$ cat src/rtl/sockit_spi_arb.sv
// sockit_spi_arb: N-channel command/response arbiter for the sockit_spi CPU-side datapath.
// One requester owns the command stream from grant until its last beat. Requesters that
// expect a response are logged in an order FIFO so response beats are routed back to them
// in issue order, independent of where command arbitration has moved since.
module sockit_spi_arb #(
  parameter int CN  = 3,
  parameter int DW  = 32,
  parameter int FD  = 4,
  parameter int PRI = 0
) (
  input  logic                    clk,
  input  logic                    rst,
  input  logic [CN-1:0]           req_vld,
  input  logic [CN*DW-1:0]        req_dat,
  input  logic [CN-1:0]           req_lst,
  input  logic [CN-1:0]           req_rsp,
  output logic [CN-1:0]           req_rdy,
  output logic                    out_vld,
  output logic [DW-1:0]           out_dat,
  output logic                    out_lst,
  input  logic                    out_rdy,
  input  logic                    rsp_vld,
  input  logic [DW-1:0]           rsp_dat,
  input  logic                    rsp_lst,
  output logic                    rsp_rdy,
  output logic [CN-1:0]           chn_vld,
  output logic [DW-1:0]           chn_dat,
  output logic                    chn_lst,
  input  logic [CN-1:0]           chn_rdy,
  output logic [CN-1:0]           own,
  output logic [$clog2(FD+1)-1:0] ord_cnt
);

  localparam int IW = (CN > 1) ? $clog2(CN) : 1;
  localparam int PW = (FD > 1) ? $clog2(FD) : 1;
  localparam int CW = $clog2(FD + 1);

  typedef enum logic {IDLE, LOCK} state_t;

  state_t        state, state_nxt;
  logic [IW-1:0] win, win_nxt;
  logic [IW-1:0] last, last_nxt;
  logic [CN-1:0] own_nxt;
  logic          first, first_nxt;

  logic [CN-1:0] elig;
  logic [IW-1:0] scan;
  logic [IW-1:0] pick;
  logic          found;

  logic          lock;
  logic          out_xfer;
  logic          push;
  logic          pop;
  logic          empty;
  logic          full;

  logic [IW-1:0] mem [FD];
  logic [PW-1:0] wptr;
  logic [PW-1:0] rptr;
  logic [IW-1:0] head;

  function automatic logic [PW-1:0] ptr_inc(input logic [PW-1:0] p);
    return (p == PW'(FD - 1)) ? '0 : p + 1'b1;
  endfunction

  // Full and empty come from the registered count, so a pop this cycle cannot open a grant.
  assign empty = (ord_cnt == '0);
  assign full  = (ord_cnt == CW'(FD));

  // While the FIFO is full only requesters without a response may compete.
  assign elig = full ? (req_vld & ~req_rsp) : req_vld;

  // Winner search: round-robin starts after the previous winner; fixed priority starts at 0.
  always_comb begin
    pick  = '0;
    found = 1'b0;
    scan  = (PRI != 0) ? IW'(CN - 1) : last;
    for (int i = 0; i < CN; i++) begin
      scan = (scan == IW'(CN - 1)) ? '0 : scan + 1'b1;
      if (!found && elig[scan]) begin
        found = 1'b1;
        pick  = scan;
      end
    end
  end

  // Command path is a pure mux of the locked requester; out_vld never looks at out_rdy.
  assign lock     = (state == LOCK);
  assign out_vld  = lock & req_vld[win];
  assign out_dat  = req_dat[int'(win) * DW +: DW];
  assign out_lst  = lock & req_lst[win];
  assign req_rdy  = (lock && out_rdy) ? own : '0;
  assign out_xfer = out_vld & out_rdy;
  assign push     = out_xfer & first & req_rsp[win];

  // Response path routes to the requester at the FIFO head; nothing is accepted when empty.
  assign head    = mem[rptr];
  assign rsp_rdy = ~empty & chn_rdy[head];
  assign chn_vld = (rsp_vld && !empty) ? (CN'(1) << head) : '0;
  assign chn_dat = rsp_dat;
  assign chn_lst = rsp_lst;
  assign pop     = rsp_vld & rsp_rdy & rsp_lst;

  // Next-state logic: grant from IDLE, hold the lock until the last beat transfers.
  always_comb begin
    state_nxt = state;
    win_nxt   = win;
    last_nxt  = last;
    own_nxt   = own;
    first_nxt = first;
    case (state)
      IDLE: begin
        if (found) begin
          state_nxt = LOCK;
          win_nxt   = pick;
          own_nxt   = CN'(1) << pick;
          first_nxt = 1'b1;
          if (PRI == 0) last_nxt = pick;
        end
      end
      LOCK: begin
        if (out_xfer) first_nxt = 1'b0;
        if (out_xfer && req_lst[win]) begin
          state_nxt = IDLE;
          own_nxt   = '0;
        end
      end
      default: state_nxt = IDLE;
    endcase
  end

  // Arbiter state register; reset abandons any transaction in flight.
  always_ff @(posedge clk) begin
    if (!rst) begin
      state <= IDLE;
      win   <= '0;
      last  <= IW'(CN - 1);
      own   <= '0;
      first <= 1'b0;
    end else begin
      state <= state_nxt;
      win   <= win_nxt;
      last  <= last_nxt;
      own   <= own_nxt;
      first <= first_nxt;
    end
  end

  // Order FIFO storage holds the owner index of each outstanding response transaction.
  always_ff @(posedge clk) begin
    if (push) mem[wptr] <= win;
  end

  // Order FIFO pointers and occupancy; simultaneous push and pop leave the count unchanged.
  always_ff @(posedge clk) begin
    if (!rst) begin
      wptr    <= '0;
      rptr    <= '0;
      ord_cnt <= '0;
    end else begin
      if (push) wptr <= ptr_inc(wptr);
      if (pop)  rptr <= ptr_inc(rptr);
      case ({push, pop})
        2'b10:   ord_cnt <= ord_cnt + 1'b1;
        2'b01:   ord_cnt <= ord_cnt - 1'b1;
        default: ord_cnt <= ord_cnt;
      endcase
    end
  end

endmodule

$ cat config.mk
export PLATFORM = sky130hd
export DESIGN_NAME = sockit_spi_arb
export DESIGN_NICKNAME = d
export VERILOG_FILES = /design/src/rtl/sockit_spi_arb.sv
export SDC_FILE = /design/constraint.sdc
export NUM_CORES = 1
export LEC_CHECK = 0
export BUFFER_PORTS_ARGS = -buffer_cell sky130_fd_sc_hd__buf_4
export CAP_MARGIN = 20
export CORE_AREA = 2 2 87 89
export CTS_BUF_LIST = sky130_fd_sc_hd__clkbuf_16
export DETAILED_ROUTE_END_ITERATION = 7
export DIE_AREA = 0 0 89 91
export PLACE_DENSITY = 0.7
export SLEW_MARGIN = 20
export SYNTH_ARGS = -nofsm -noshare
export SYNTH_HDL_FRONTEND = slang
export SYNTH_SLANG_ARGS = --single-unit
$ cat constraint.sdc
create_clock -name clk -period 2.9 [get_ports clk]
set_clock_uncertainty 0.1 [all_clocks]
set_input_delay 0.145 -clock clk [delete_from_list [all_inputs] [get_ports clk]]
set_output_delay 0.145 -clock clk [all_outputs]
set_load 0.01 [all_outputs]
==> run metrics <==
status completed; Worst EP arrival 2870 ps; post-detailed-placement half-perimeter wirelength 6.64 mm; CTS Buffer Depth 2; Least-Margin Pin Slew 457 ps; CP max-delay cell mux4_2; Die Y 91 um; CP Max Fanout 5; CP startpoint kind flip-flop; I/O pin cnt 225; Antenna Nets Post-Route 0; Post-synth ARST share 0%; Reg clk slew, reported paths 70 ps; power consumption 1.09 mW; CP Capture Type flip-flop; Post-synth EDFFs 8; fin. max-slew vios 0; ant diodes 0; Hold Startpoint rst; synthesis-stage register bit count 25; Routed Wire Length 7.87 mm; main flop type after synthesis dfxtp_1; crit-path cells mux4_2, mux2i_1, o21a_1, nor3b_4, ha_2, inv_2, fa_2, xor2_1, or3_1, a21oi_1; layout cells sized above 1 47.1%; YS warnings 0; Yosys top cell area share 17.4%; DR vias/cell 4.73; RSZ-0062 raised after global routing false; Layout Utilization 46.9%; TritonCTS Buffers 3; # fillers 734; Placed Cells 486; Worst VDD drop 0.241 mV; Post-Syn Area 2180 sq um; pin count of the biggest net entering global routing 34; post-synthesis area per instance 8.15 sq um; wire per inst 16.0 um; area grow syn2layout 53.4%; Final #Nets 546; CTS tree yes; clock insertion delay at the later pin of the skew report 260 ps; Worst Hold Depth 3; R2R depth 10; post-route minimum period 2780 ps; cts hold-fix bufs 0; Slew headroom 69.5%; crit path kind flip-flop to flip-flop; fin crit share 95.8%; Rows 31; clk sink count 25; Setup WS pre-CTS -3.57 ps; PD cells 326 nW/um^2; hold slack final 99.3 ps; Max-Cap Viols 0; initial core utilization 30.6%; core footprint 7140 sq um; Synth area leaders mux2i_1, dfxtp_1, buf_4, edfxtp_1, o21ai_0; worst reg2reg setup slack 120 ps; Fmax 0.360 GHz; WP data required 2990 ps; Leak 1.48 nW; Root Driver clkbuf_16; Crit path largest cell delay 560 ps; sequential cell area fraction in the yosys report 26.6%; setup ws final 122 ps; htree depth 1; via count 2327; synth unique cells 35; Hold Path Class primary input to flip-flop; final cell count without fillers 492; gr ovfl total 0; TritonRoute pass-1 iters 4; die width 89 um; DRT iter0 DRCs 57; vias in the first global route 2274; final hold vios 0; dpl cell area 3250 sq um; residual DRC count 0; Total GRT Usage 18.4%; die area 8100 sq um; Cells after Synth 268; cell taking the most area after synthesis mux2i_1; setup_tns 0 ps; Post-Syn Nets 420; initial antenna violation count 0; Final Setup Violations 0; post-route design area 3350 sq um; worst r2r dst ord_cnt[2]$_SDFFE_PN0P_; first-pass GRT wire length 11.4 mm; port bufs 160; GP Congestion 0.934
[worst max path at each step]
stage                                    from                 endpoint  slack [ps]  cells after the start
after floorplan                     flip-flop  ord_cnt[2]$_SDFFE_PN0P_          50                     10
after global placement              flip-flop  ord_cnt[2]$_SDFFE_PN0P_          40                     10
after detailed placement            flip-flop  ord_cnt[2]$_SDFFE_PN0P_          -4                     10
after CTS                           flip-flop  ord_cnt[2]$_SDFFE_PN0P_          10                     10
after global routing      mem[2][0]$_DFFE_PP_  ord_cnt[2]$_SDFFE_PN0P_           4                     10
final                               flip-flop  ord_cnt[2]$_SDFFE_PN0P_         120                     10
[flip-flops by register name, summed over array words and instances, names as in the netlist, named ones only]
signal   count
mem          8
own          3
last         1
win          2
ord_cnt      3
rptr         2
wptr         2
first        1
lock         1
[routing by layer]
metal / track usage, % / up-vias / part of all wire, % / wire [um]
met5: 0 / - / 0 / 0
met4: 2.61 / 0 / 1.3 / 106
met3: 11.5 / 18 / 15 / 1170
met2: 32.2 / 116 / 50 / 3920
met1: 18.8 / 1049 / 34 / 2670
li1: - / 1144 / - / -
[Yosys cell counts (all sizes together) (4+ instances only)]
cell type and n:
mux2i 38, o21ai 35, inv 10, clkbuf 8
a21oi 12, dfxtp 17, nor2 7, buf 39
nand3 4, edfxtp 8, and2 7, ha 6
nand2 45
[cells in the final DEF (no fill, tap or decap), types with 3 or more instances in the layout]
cell type,netlist,layout
a41o_1,3,3
mux2i_1,38,38
edfxtp_1,8,8
or3_1,3,3
a21oi_1,12,12
dfxtp_1,17,15
buf_4,35,168
nand2_1,45,45
nor2_1,7,7
nand3_1,4,4
ha_1,6,5
o21a_1,3,3
and3_1,3,3
and2_1,7,7
inv_1,9,8
clkbuf_16,0,3
o21ai_0,35,35
[power breakdown]
group / leakage [nW] / switching (mW) / internal [mW]
combinational: 1.23 / 0.167 / 0.230
clock: 0.0371 / 0.125 / 0.187
sequential: 0.215 / 0.0124 / 0.371
[final cells by class]
type | instances | area (sq um) | share of cell area [%]
multi-input combinational | 186 | 1260 | 37.7
timing repair buffer | 168 | 1260 | 37.6
inverter | 10 | 37.5 | 1.12
tap | 99 | 124 | 3.70
sequential | 25 | 583 | 17.4
clock inverter | 1 | 7.51 | 0.224
clock buffer | 3 | 75.1 | 2.24
[cells by family (layout without fill, tap and decap cells)]
| family | Yosys count | in the layout | synth area share [%] |
|---|---|---|---|
| xor+xnor | 2 | 2 | 0.802 |
| simple gates | 78 | 78 | 17.0 |
| mux | 40 | 40 | 19.5 |
| compound gates | 59 | 59 | 15.8 |
| flops | 25 | 25 | 26.6 |
| fa+ha+maj | 7 | 7 | 4.35 |
| buf+inv | 57 | 182 | 16.0 |
[what timing repair did]
item,4_1_cts,5_1_grt
endpoints found under the setup margin,1,1
setup buffers,0,2
gates resized for setup,2,2
pin swaps,0,4
[worst max-delay path: cells and delay by family (launching register included)]
kind	cells	cell delay, ps
XOR/XNOR	1	150
flip-flops	1	350
adder cells (fa/ha/maj)	2	530
AO/OA/AOI/OAI	2	330
buffers and inverters	1	40
AND/OR/NAND/NOR	2	500
multiplexers	2	700
No activity file was read; power rests on OpenSTA's default activity.
